===== config.mk =====
export PLATFORM = sky130hd
export DESIGN_NAME = arm_mc_controller
export DESIGN_NICKNAME = d
export VERILOG_FILES = /design/src/rtl/arm_mc_pkg.sv /design/src/rtl/arm_mc_condlogic.sv /design/src/rtl/arm_mc_controller.sv
export SDC_FILE = /design/constraint.sdc
export NUM_CORES = 1
export LEC_CHECK = 0
export BUFFER_PORTS_ARGS = -buffer_cell sky130_fd_sc_hd__buf_4
export CORE_MARGIN = 2
export CORE_UTILIZATION = 40
export CTS_BUF_LIST = sky130_fd_sc_hd__clkbuf_2
export DETAILED_ROUTE_END_ITERATION = 10
export PLACE_DENSITY_LB_ADDON = 0.15
export SLEW_MARGIN = 15
export SYNTH_ARGS = -nofsm -noshare
export SYNTH_HDL_FRONTEND = slang
export SYNTH_SLANG_ARGS = --single-unit

===== constraint.sdc =====
create_clock -name clk -period 3.1 [get_ports clk]
set_input_delay 0 -clock clk [delete_from_list [all_inputs] [get_ports clk]]
set_output_delay 0 -clock clk [all_outputs]
set_load 0.01 [all_outputs]

===== src/rtl/arm_mc_pkg.sv =====
// arm_mc_pkg
// Shared types and encodings for the multicycle ARM control unit: the
// sequencing FSM state enum, the 3-bit ALU operation codes, the mux select
// encodings driven towards the datapath, and the data-processing cmd opcodes
// together with a helper that turns a cmd into its ALU operation.
// No ports; imported by arm_mc_controller and arm_mc_condlogic.
package arm_mc_pkg;

    // Main sequencing FSM states.
    typedef enum logic [3:0] {
        FETCH,
        DECODE,
        MEMADR,
        MEMRD,
        MEMWB,
        MEMWR,
        EXECR,
        EXECI,
        ALUWB,
        BRANCH
    } statetype_t;

    // ALU operation encoding shared with the single-cycle design.
    localparam logic [2:0] ALU_ADD = 3'b000;
    localparam logic [2:0] ALU_SUB = 3'b001;
    localparam logic [2:0] ALU_AND = 3'b010;
    localparam logic [2:0] ALU_ORR = 3'b011;
    localparam logic [2:0] ALU_EOR = 3'b100;

    // ResultSrc encodings.
    localparam logic [1:0] RES_ALUOUT    = 2'b00;
    localparam logic [1:0] RES_DATA      = 2'b01;
    localparam logic [1:0] RES_ALURESULT = 2'b10;

    // ALUSrcA / ALUSrcB encodings.
    localparam logic [1:0] SRCA_RD1    = 2'b00;
    localparam logic [1:0] SRCA_PC     = 2'b01;
    localparam logic [1:0] SRCB_RD2    = 2'b00;
    localparam logic [1:0] SRCB_EXTIMM = 2'b01;
    localparam logic [1:0] SRCB_FOUR   = 2'b10;

    // Instruction class, Instr[27:26].
    localparam logic [1:0] OP_DP     = 2'b00;
    localparam logic [1:0] OP_MEM    = 2'b01;
    localparam logic [1:0] OP_BRANCH = 2'b10;

    // Data-processing cmd field, Instr[24:21].
    localparam logic [3:0] CMD_AND = 4'b0000;
    localparam logic [3:0] CMD_EOR = 4'b0001;
    localparam logic [3:0] CMD_SUB = 4'b0010;
    localparam logic [3:0] CMD_ADD = 4'b0100;
    localparam logic [3:0] CMD_CMP = 4'b1010;
    localparam logic [3:0] CMD_ORR = 4'b1100;

    // Decoded view of a cmd: the ALU operation, whether the cmd is one we
    // implement, whether it is CMP (never writes a register) and whether it
    // is arithmetic (so C and V are meaningful).
    typedef struct packed {
        logic [2:0] alu_control;
        logic       valid;
        logic       is_cmp;
        logic       arith;
    } cmd_decode_t;

    // Unsupported cmds fall back to an add with valid cleared, which the
    // FSM uses to suppress the register write.
    function automatic cmd_decode_t decode_cmd(input logic [3:0] cmd);
        cmd_decode_t d;
        d.alu_control = ALU_ADD;
        d.valid       = 1'b1;
        d.is_cmp      = 1'b0;
        d.arith       = 1'b0;
        case (cmd)
            CMD_ADD: begin
                d.alu_control = ALU_ADD;
                d.arith       = 1'b1;
            end
            CMD_SUB: begin
                d.alu_control = ALU_SUB;
                d.arith       = 1'b1;
            end
            CMD_CMP: begin
                d.alu_control = ALU_SUB;
                d.arith       = 1'b1;
                d.is_cmp      = 1'b1;
            end
            CMD_AND: d.alu_control = ALU_AND;
            CMD_ORR: d.alu_control = ALU_ORR;
            CMD_EOR: d.alu_control = ALU_EOR;
            default: d.valid = 1'b0;
        endcase
        return d;
    endfunction

endpackage


===== src/rtl/arm_mc_condlogic.sv =====
// arm_mc_condlogic
// Holds the NZCV flag register and the registered condition-pass bit, and
// gates the raw write requests from the FSM with that bit.
// Ports:
//   clk, reset     clock and synchronous active-high reset
//   cond           condition field Instr[31:28]
//   alu_flags      N,Z,C,V from the ALU
//   flag_w         [1] update N,Z  [0] update C,V (only non-zero in EXECR/EXECI)
//   cond_latch     high in DECODE: capture the condition result this edge
//   reg_w, mem_w   raw register / memory write requests
//   branch         raw branch request
//   next_pc        unconditional PC update (instruction fetch)
//   rd_is_pc       destination register is R15
//   reg_write, mem_write, pc_write   gated write enables
module arm_mc_condlogic
    import arm_mc_pkg::*;
(
    input  logic       clk,
    input  logic       reset,
    input  logic [3:0] cond,
    input  logic [3:0] alu_flags,
    input  logic [1:0] flag_w,
    input  logic       cond_latch,
    input  logic       reg_w,
    input  logic       mem_w,
    input  logic       branch,
    input  logic       next_pc,
    input  logic       rd_is_pc,
    output logic       reg_write,
    output logic       mem_write,
    output logic       pc_write
);

    logic [3:0] flags;
    logic       cond_ex_r;
    logic       cond_pass;

    // Evaluates one of the ARM condition codes against stored N,Z,C,V.
    // 1111 is treated as "never" rather than the unconditional space.
    function automatic logic cond_holds(input logic [3:0] code, input logic [3:0] nzcv);
        logic n;
        logic z;
        logic c;
        logic v;
        logic ge;
        logic result;
        n  = nzcv[3];
        z  = nzcv[2];
        c  = nzcv[1];
        v  = nzcv[0];
        ge = (n == v);
        case (code)
            4'b0000: result = z;
            4'b0001: result = ~z;
            4'b0010: result = c;
            4'b0011: result = ~c;
            4'b0100: result = n;
            4'b0101: result = ~n;
            4'b0110: result = v;
            4'b0111: result = ~v;
            4'b1000: result = c & ~z;
            4'b1001: result = ~c | z;
            4'b1010: result = ge;
            4'b1011: result = ~ge;
            4'b1100: result = ~z & ge;
            4'b1101: result = z | ~ge;
            4'b1110: result = 1'b1;
            default: result = 1'b0;
        endcase
        return result;
    endfunction

    assign cond_pass = cond_holds(cond, flags);

    // The condition is judged once, in DECODE, and held for the rest of the
    // instruction so that flag updates in EXECR/EXECI cannot change the
    // verdict of the instruction that produced them. Flag updates are
    // themselves conditional on that held verdict.
    always_ff @(posedge clk) begin
        if (reset) begin
            flags     <= 4'b0000;
            cond_ex_r <= 1'b0;
        end else begin
            if (cond_latch) begin
                cond_ex_r <= cond_pass;
            end
            if (flag_w[1] && cond_ex_r) begin
                flags[3:2] <= alu_flags[3:2];
            end
            if (flag_w[0] && cond_ex_r) begin
                flags[1:0] <= alu_flags[1:0];
            end
        end
    end

    // Instruction fetch advances the PC regardless of condition; everything
    // else that writes state needs the held condition to pass. Reset blocks
    // every write so an aborted instruction commits nothing.
    always_comb begin
        reg_write = ~reset & reg_w & cond_ex_r;
        mem_write = ~reset & mem_w & cond_ex_r;
        pc_write  = ~reset & (next_pc | ((branch | (reg_w & rd_is_pc)) & cond_ex_r));
    end

endmodule


===== src/rtl/arm_mc_controller.sv =====
// arm_mc_controller
// Control unit for the multicycle ARM datapath: main sequencing FSM,
// instruction decode and the gated write enables (via arm_mc_condlogic).
// All outputs are Moore-style, combinational from state, Instr, the held
// condition bit and reset.
// Ports:
//   clk, reset   clock and synchronous active-high reset
//   Instr        Instr[31:12] from the instruction register
//   ALUFlags     N,Z,C,V from the ALU (meaningful in EXECR/EXECI)
//   PCWrite, IRWrite, RegWrite, MemWrite   datapath write enables
//   AdrSrc       memory address select (0 PC, 1 ALUOut)
//   RegSrc       [0] read PC as Rn, [1] read Rd as second source
//   ImmSrc       immediate extension type (Instr[27:26])
//   ALUSrcA/B    ALU operand selects
//   ResultSrc    result bus select
//   ALUControl   ALU operation
//   BrL          select R14 as write address for BL
module arm_mc_controller
    import arm_mc_pkg::*;
(
    input  logic        clk,
    input  logic        reset,
    input  logic [19:0] Instr,
    input  logic [3:0]  ALUFlags,
    output logic        PCWrite,
    output logic        IRWrite,
    output logic        RegWrite,
    output logic        MemWrite,
    output logic        AdrSrc,
    output logic [1:0]  RegSrc,
    output logic [1:0]  ImmSrc,
    output logic [1:0]  ALUSrcA,
    output logic [1:0]  ALUSrcB,
    output logic [1:0]  ResultSrc,
    output logic [2:0]  ALUControl,
    output logic        BrL
);

    statetype_t  state;
    statetype_t  cur_state;

    logic [3:0]  cond;
    logic [1:0]  op;
    logic        imm_op;
    logic [3:0]  cmd;
    logic        s_bit;
    logic        load_bit;
    logic        up_bit;
    logic        link_bit;
    logic [3:0]  rd;
    logic        unused_rn;
    cmd_decode_t dec;

    logic        ir_write_raw;
    logic        next_pc;
    logic        reg_w;
    logic        mem_w;
    logic        branch;
    logic [1:0]  flag_w;

    // Instr carries bits 31:12 only, so every field sits 12 below its
    // architectural position. Rn (bits 19:16) is routed by the datapath
    // and plays no part in control.
    assign cond      = Instr[19:16];
    assign op        = Instr[15:14];
    assign imm_op    = Instr[13];
    assign cmd       = Instr[12:9];
    assign link_bit  = Instr[12];
    assign up_bit    = Instr[11];
    assign s_bit     = Instr[8];
    assign load_bit  = Instr[8];
    assign rd        = Instr[3:0];
    assign unused_rn = ^Instr[7:4];
    assign dec       = decode_cmd(cmd);

    // While reset is held the outputs present the FETCH controls so the
    // datapath sees a well-defined setting before the first real cycle.
    assign cur_state = reset ? FETCH : state;

    // Sequencing: every instruction starts at FETCH/DECODE and branches by
    // class in DECODE; undefined class 11 returns straight to FETCH.
    always_ff @(posedge clk) begin
        if (reset) begin
            state <= FETCH;
        end else begin
            case (state)
                FETCH:  state <= DECODE;
                DECODE: begin
                    case (op)
                        OP_MEM:    state <= MEMADR;
                        OP_DP:     state <= imm_op ? EXECI : EXECR;
                        OP_BRANCH: state <= BRANCH;
                        default:   state <= FETCH;
                    endcase
                end
                MEMADR: state <= load_bit ? MEMRD : MEMWR;
                MEMRD:  state <= MEMWB;
                EXECR:  state <= ALUWB;
                EXECI:  state <= ALUWB;
                MEMWB,
                MEMWR,
                ALUWB,
                BRANCH: state <= FETCH;
                default: state <= FETCH;
            endcase
        end
    end

    // Per-state datapath controls and raw write requests. The raw requests
    // are gated by the held condition in arm_mc_condlogic. FETCH and DECODE
    // both compute PC+4 so that DECODE leaves PC+8 visible for R15 reads.
    always_comb begin
        ir_write_raw = 1'b0;
        next_pc      = 1'b0;
        reg_w        = 1'b0;
        mem_w        = 1'b0;
        branch       = 1'b0;
        flag_w       = 2'b00;
        AdrSrc       = 1'b0;
        ALUSrcA      = SRCA_RD1;
        ALUSrcB      = SRCB_RD2;
        ResultSrc    = RES_ALUOUT;
        ALUControl   = ALU_ADD;
        BrL          = 1'b0;
        case (cur_state)
            FETCH: begin
                ir_write_raw = 1'b1;
                next_pc      = 1'b1;
                ALUSrcA      = SRCA_PC;
                ALUSrcB      = SRCB_FOUR;
                ResultSrc    = RES_ALURESULT;
                ALUControl   = ALU_ADD;
            end
            DECODE: begin
                ALUSrcA   = SRCA_PC;
                ALUSrcB   = SRCB_FOUR;
                ResultSrc = RES_ALURESULT;
            end
            MEMADR: begin
                ALUSrcB    = SRCB_EXTIMM;
                ALUControl = up_bit ? ALU_ADD : ALU_SUB;
            end
            MEMRD: begin
                AdrSrc = 1'b1;
            end
            MEMWB: begin
                ResultSrc = RES_DATA;
                reg_w     = 1'b1;
            end
            MEMWR: begin
                AdrSrc = 1'b1;
                mem_w  = 1'b1;
            end
            EXECR,
            EXECI: begin
                ALUSrcB    = (cur_state == EXECI) ? SRCB_EXTIMM : SRCB_RD2;
                ALUControl = dec.alu_control;
                if (dec.is_cmp) begin
                    flag_w = 2'b11;
                end else begin
                    flag_w = {s_bit, s_bit & dec.arith};
                end
            end
            ALUWB: begin
                ResultSrc = RES_ALUOUT;
                reg_w     = dec.valid & ~dec.is_cmp;
            end
            BRANCH: begin
                ALUSrcB   = SRCB_EXTIMM;
                ResultSrc = RES_ALURESULT;
                branch    = 1'b1;
                reg_w     = link_bit;
                BrL       = link_bit;
            end
            default: begin
                ir_write_raw = 1'b0;
            end
        endcase
    end

    // Register-port routing depends only on the instruction class.
    always_comb begin
        ImmSrc = op;
        RegSrc = {(op == OP_MEM) & ~load_bit, (op == OP_BRANCH)};
    end

    assign IRWrite = ir_write_raw & ~reset;

    arm_mc_condlogic u_condlogic (
        .clk        (clk),
        .reset      (reset),
        .cond       (cond),
        .alu_flags  (ALUFlags),
        .flag_w     (flag_w),
        .cond_latch (cur_state == DECODE),
        .reg_w      (reg_w),
        .mem_w      (mem_w),
        .branch     (branch),
        .next_pc    (next_pc),
        .rd_is_pc   (rd == 4'hF),
        .reg_write  (RegWrite),
        .mem_write  (MemWrite),
        .pc_write   (PCWrite)
    );

endmodule


# ---- Word-level counts from Yosys, hierarchy flattened
# Index checks and enable logic that the tools add are counted.
dict set report word_totals {
  regBits 9
}
dict set report op_classes {
  muxes 24
  bitwise_logic 25
  n_reduce_logical 16
  eq_ne 37
}
# operator count
set ops {}
lappend ops {{$eq A4 B4 Y1 const B} 12}
lappend ops {{$eq A4 B3 Y1 const B} 11}
lappend ops {{$eq A4 B2 Y1 const B} 7}
lappend ops {{$pmux W4 S5} 1}
lappend ops {{$eq A4 B1 Y1 const B} 4}
lappend ops {{$logic_not A4 Y1} 4}
lappend ops {{$pmux W1 S15} 1}
lappend ops {{$and A1 B1 Y1} 13}
lappend ops {{$mux W1} 12}
lappend ops {{$pmux W3 S4} 1}
lappend ops {{$pmux W4 S3} 1}
lappend ops {{$reduce_or A2 Y1} 6}
lappend ops {{$not A1 Y1} 8}
lappend ops {{$pmux W2 S3} 1}
lappend ops {{$pmux W3 S2} 1}
lappend ops {{$reduce_or A3 Y1} 2}
lappend ops {{$reduce_or A6 Y1} 1}
lappend ops {{$mux W2} 2}
lappend ops {{$mux W4} 1}
lappend ops {{$or A1 B1 Y1} 4}
lappend ops {{$pmux W2 S2} 1}
lappend ops {{$mux W3} 1}
lappend ops {{$pmux W1 S3} 1}
lappend ops {{$eq A2 B1 Y1 const B} 1}
lappend ops {{other kinds (4)} 5}

# ---- Longest topological paths before layout
dict set report depth {
  depth_word 10
  ltp_mapped 6
  mapped_depth_nobuf 5
}

# ---- Cells and area by module
# A second synthesis with hierarchy kept.
dict set report unflattened {
  hier_cells 141
  hier_area_um2 983.4
}
# mod cells_each instances seq_area_each_um2 area_per_inst_um2
set modules_own_cells {}
lappend modules_own_cells {arm_mc_controller 82 1 80.1 568.0}
lappend modules_own_cells {arm_mc_condlogic 59 1 100.1 415.4}

# ---- Worst setup path before layout
# Ideal clock, no wire load.
dict set report synth_path {
  path_kind {register to output}
  start {reg state[2]}
  end {out PCWrite}
  path_stages_with_launch 7
  setup_slack_ns 1.587
  t_arrival_ns 1.513
  path_cell_list {dfxtp_1 > buf_2 > nor2_1 > nand2_1 > o32a_1 > nor3b_2 > a21o_1}
}
dict set report synth_via {
  elab_chain_cells 8
  elab_cells_between_ends 13
  classes_between {3 x eq/ne; 4 x mux; 5 x bitwise; 1 x reduce/logical}
}
# item line_no
set synth_rtl {}
lappend synth_rtl {{from (decl)} arm_mc_controller.sv:39} ;# statetype_t state;
lappend synth_rtl {{from (signal assigned)} arm_mc_controller.sv:91} ;# OP_DP: state <= imm_op ? EXECI : EXECR;
lappend synth_rtl {{from (signal assigned)} arm_mc_controller.sv:96} ;# MEMADR: state <= load_bit ? MEMRD : MEMWR;
lappend synth_rtl {{$mux W4 *} arm_mc_controller.sv:78} ;# assign cur_state = reset ? FETCH : state;
lappend synth_rtl {{$eq A4 B4 Y1 or $eq A4 B3 Y1 (tied branches)} arm_mc_controller.sv:125} ;# case (cur_state)
lappend synth_rtl {{$pmux W1 S3} arm_mc_controller.sv:125}
lappend synth_rtl {{$and A1 B1 Y1} arm_mc_condlogic.sv:102} ;# pc_write = ~reset & (next_pc | ((branch | (reg_w & rd_is_pc)) & cond_ex_r));
lappend synth_rtl {{$or A1 B1 Y1} arm_mc_condlogic.sv:102}
lappend synth_rtl {{$and A1 B1 Y1} arm_mc_condlogic.sv:102}
lappend synth_rtl {{$or A1 B1 Y1 *} arm_mc_condlogic.sv:102}
lappend synth_rtl {{$and A1 B1 Y1 *} arm_mc_condlogic.sv:102}
lappend synth_rtl {{to (decl)} arm_mc_controller.sv:25} ;# output logic PCWrite,
# Mark *: on every way between the ends. The rest lies on a longest branch, timed or not.

# ---- Worst setup path in the final report
dict set report layout_path {
  start {reg state[1]}
  end {out PCWrite}
}
# The elaborated chain is that of the path after synthesis.

==> results.sh <==
export IMPL_cts_sinks=9
export IMPL_critPathCaptureType="output pin"
export IMPL_dieHeight_um=51.6
export IMPL_fin_skew_ps=7.97
export IMPL_hpwl_um=1710
export IMPL_power_density_nw_per_um2=261
export IMPL_grt_max_degree=22
export IMPL_clk_pin_slew_worst_paths_ps=90
export IMPL_drive_gt1_share_pct=30.4
export IMPL_die_area_sq_um=2660
export IMPL_nets=188
export IMPL_yosysWarnings=0
export IMPL_synth_common_cells="15 x nor2_1, 10 x nand2_1, 9 x dfxtp_1, 8 x a21oi_1"
export IMPL_synth_top_family_by_area="simple AND/OR/NAND/NOR gates"
export IMPL_cts_tree="done"
export IMPL_worstSetupPathType="reg -> out"
export IMPL_pre_cts_ws_ps=1250
export IMPL_p_total_mw=0.322
export IMPL_clockBufferDepth=2
export IMPL_status="complete, no violations"
export IMPL_rsz0062_at_grt="no"
export IMPL_slew_headroom_pct=61.3
export IMPL_ys_seq_elements=9
export IMPL_grt_usage_pct=17.4
export IMPL_synthArstFlopShare_pct=0
export IMPL_finalHoldViolCount=0
export IMPL_synthCells=126
export IMPL_min_period_over_period_pct=63.7
export IMPL_tightest_slew_ps=580
export IMPL_hold_class="in -> reg"
export IMPL_yosys_cell_types_count=44
export IMPL_finalMaxSlewViolations=0
export IMPL_synth_edf_count=0
export IMPL_required_ps=3100
export IMPL_seq_area_frac_synth_pct=19.9
export IMPL_finalSetupViolCount=0
export IMPL_htreeDepth=1
export IMPL_drt_iter0_markers=14
export IMPL_coreArea_sq_um=2170
export IMPL_grt_pass1_wl_um=3680
export IMPL_start_kind="flip-flop"
export IMPL_worstPathArrival_ps=1970
export IMPL_min_delay_start="Instr[15]"
export IMPL_antenna_cells=0
export IMPL_grt_pass1_vias=888
export IMPL_startpoint="state[1]"
export IMPL_synth_mux_area_share_pct=7.31
export IMPL_synthTopCellsByArea="dfxtp_1 20%, nor2_1 6.2%, nand3b_1 5.0%, nand2b_1 4.8%, a21oi_1 4.4%"
export IMPL_grt_antenna_before_repair=0
export IMPL_maxCapViolCount=0
export IMPL_syn_area_sq_um=907
export IMPL_wl_um=2290
export IMPL_synth_compound_area_share_pct=21.2
export IMPL_cts_setup_buffers=0
export IMPL_rr_startpoint="state[0]"
export IMPL_dr_pass1_iters=4
export IMPL_numCtsBuffers=3
export IMPL_tns_ps=0
export IMPL_fin_ws_ps=1130
export IMPL_synthFlopType="dfxtp_1"
export IMPL_yosys_area_share_adder_pct=0
export IMPL_io_buffers=39
export IMPL_p_leak_nw=0.508
export IMPL_avgSynthCellArea_sq_um=7.20
export IMPL_vias=1010
export IMPL_clock_fmax_mhz=507
export IMPL_ios=45
export IMPL_gp_congestion=0.769
export IMPL_yosysTopAreaCell="dfxtp_1"
export IMPL_die_w_um=51.6
export IMPL_area_delta_synth_final_pct=36.3
export IMPL_r2r_setup_slack_ps=1250
export IMPL_crit_fanout=16
export IMPL_synth_nets=152
export IMPL_yosysMostFrequentCell="nor2_1"
export IMPL_vdd_drop_max_v=0.000281
export IMPL_clockRootBuffer="clkbuf_2"
export IMPL_fin_crit_ps=1970
export IMPL_synth_top_area_share_pct=19.9
export IMPL_drc=0
export IMPL_start_util_pct=41.8
export IMPL_drt_wirelength_per_cell_um=12.1
export IMPL_vias_per_cell=5.34
export IMPL_whs_ps=63.1
export IMPL_synthXorXnorAreaFrac_pct=2.90
export IMPL_postRouteAntennaNets=0
export IMPL_overflow=0
export IMPL_clk_latency_ps=240
export IMPL_core_rowCount=17
export IMPL_synthSimpleGateAreaFrac_pct=41.4
-- kinds of logic (layout without fill, tap and decap cells) --
family                    Yosys count  in the layout
AOI/OAI and AO/OA                  29             29
other                               1              1
buffers and inverters              13             48
and+or+nand+nor                    65             65
DFF                                 9              9
xor gates and xnor gates            3              3
muxes                               6              6
-- area by class of cell --
type	instances	area, sq um
multi-input combinational	104	664
clock buffer	4	20.0
timing repair buffer	43	333
fill	222	933
sequential	9	180
inverter	1	3.75
tap	28	35.0
-- state kept, by name, indices dropped and copies added, names as in the netlist --
signal                 flops
u_condlogic.cond_ex_r      1
state                      4
u_condlogic.flags          4
-- report_power, final --
group / internal [mW] / switching (mW) / total (mW)
logic: 0.0622 / 0.0490 / 0.111
clock network: 0.0343 / 0.0408 / 0.0751
registers: 0.121 / 0.0156 / 0.136
-- critical path, stage by stage (launching register included) --
cell	delay, ps
dfxtp_1	480
nor2_1	310
nand2_1	140
o32a_1	360
nor3b_2	200
a21o_1	130
buf_4	110
-- path summary, 6_finish.rpt --
| path | depth (start not counted) | endpoint |
|---|---|---|
| worst max-delay path | 6 | PCWrite |
| worst min-delay path | 4 | state[1] |
| worst max register to register | 5 | u_condlogic.cond_ex_r |
| worst min register to register | 2 | u_condlogic.flags[1] |
-- per-stage QoR --
stage                     cells  utilization [%]  instance area (sq um)
after floorplan             126                -                    907
after global placement      181             54.2                   1180
after detailed placement    181             54.2                   1180
after CTS                   189             57.0                   1240
after global routing        189             57.0                   1240
final                       189             57.0                   1240
-- routing by layer --
metal,share of wire [%],GRT usage (%)
met2,49,29.9
met5,0,0
met4,0,5.26
met3,4.6,0.862
met1,47,23.5
-- cell usage in the layout (no fill, tap or decap), types with 2 or more instances in the layout --
cell type      count
a21o_1             2
nor4_1             3
dlygate4sd3_1      4
and3b_1            2
mux2i_1            4
or2_2              2
dfxtp_1            9
a211oi_1           2
clkbuf_2           4
nand2b_1           7
o21ai_0            5
nor2_1            15
o211ai_1           2
nand2_1           10
a21oi_1            8
xnor2_1            3
buf_4             39
o22ai_1            2
nor3_1             3
nand3_1            4
nand3b_1           6
nor3b_1            3
-- timing repair --
item	4_1_cts	5_1_grt
hold buffers	4	0
resized for setup	0	0
endpoints found under the hold margin	4	0
No activity file was read; power rests on OpenSTA's default activity.
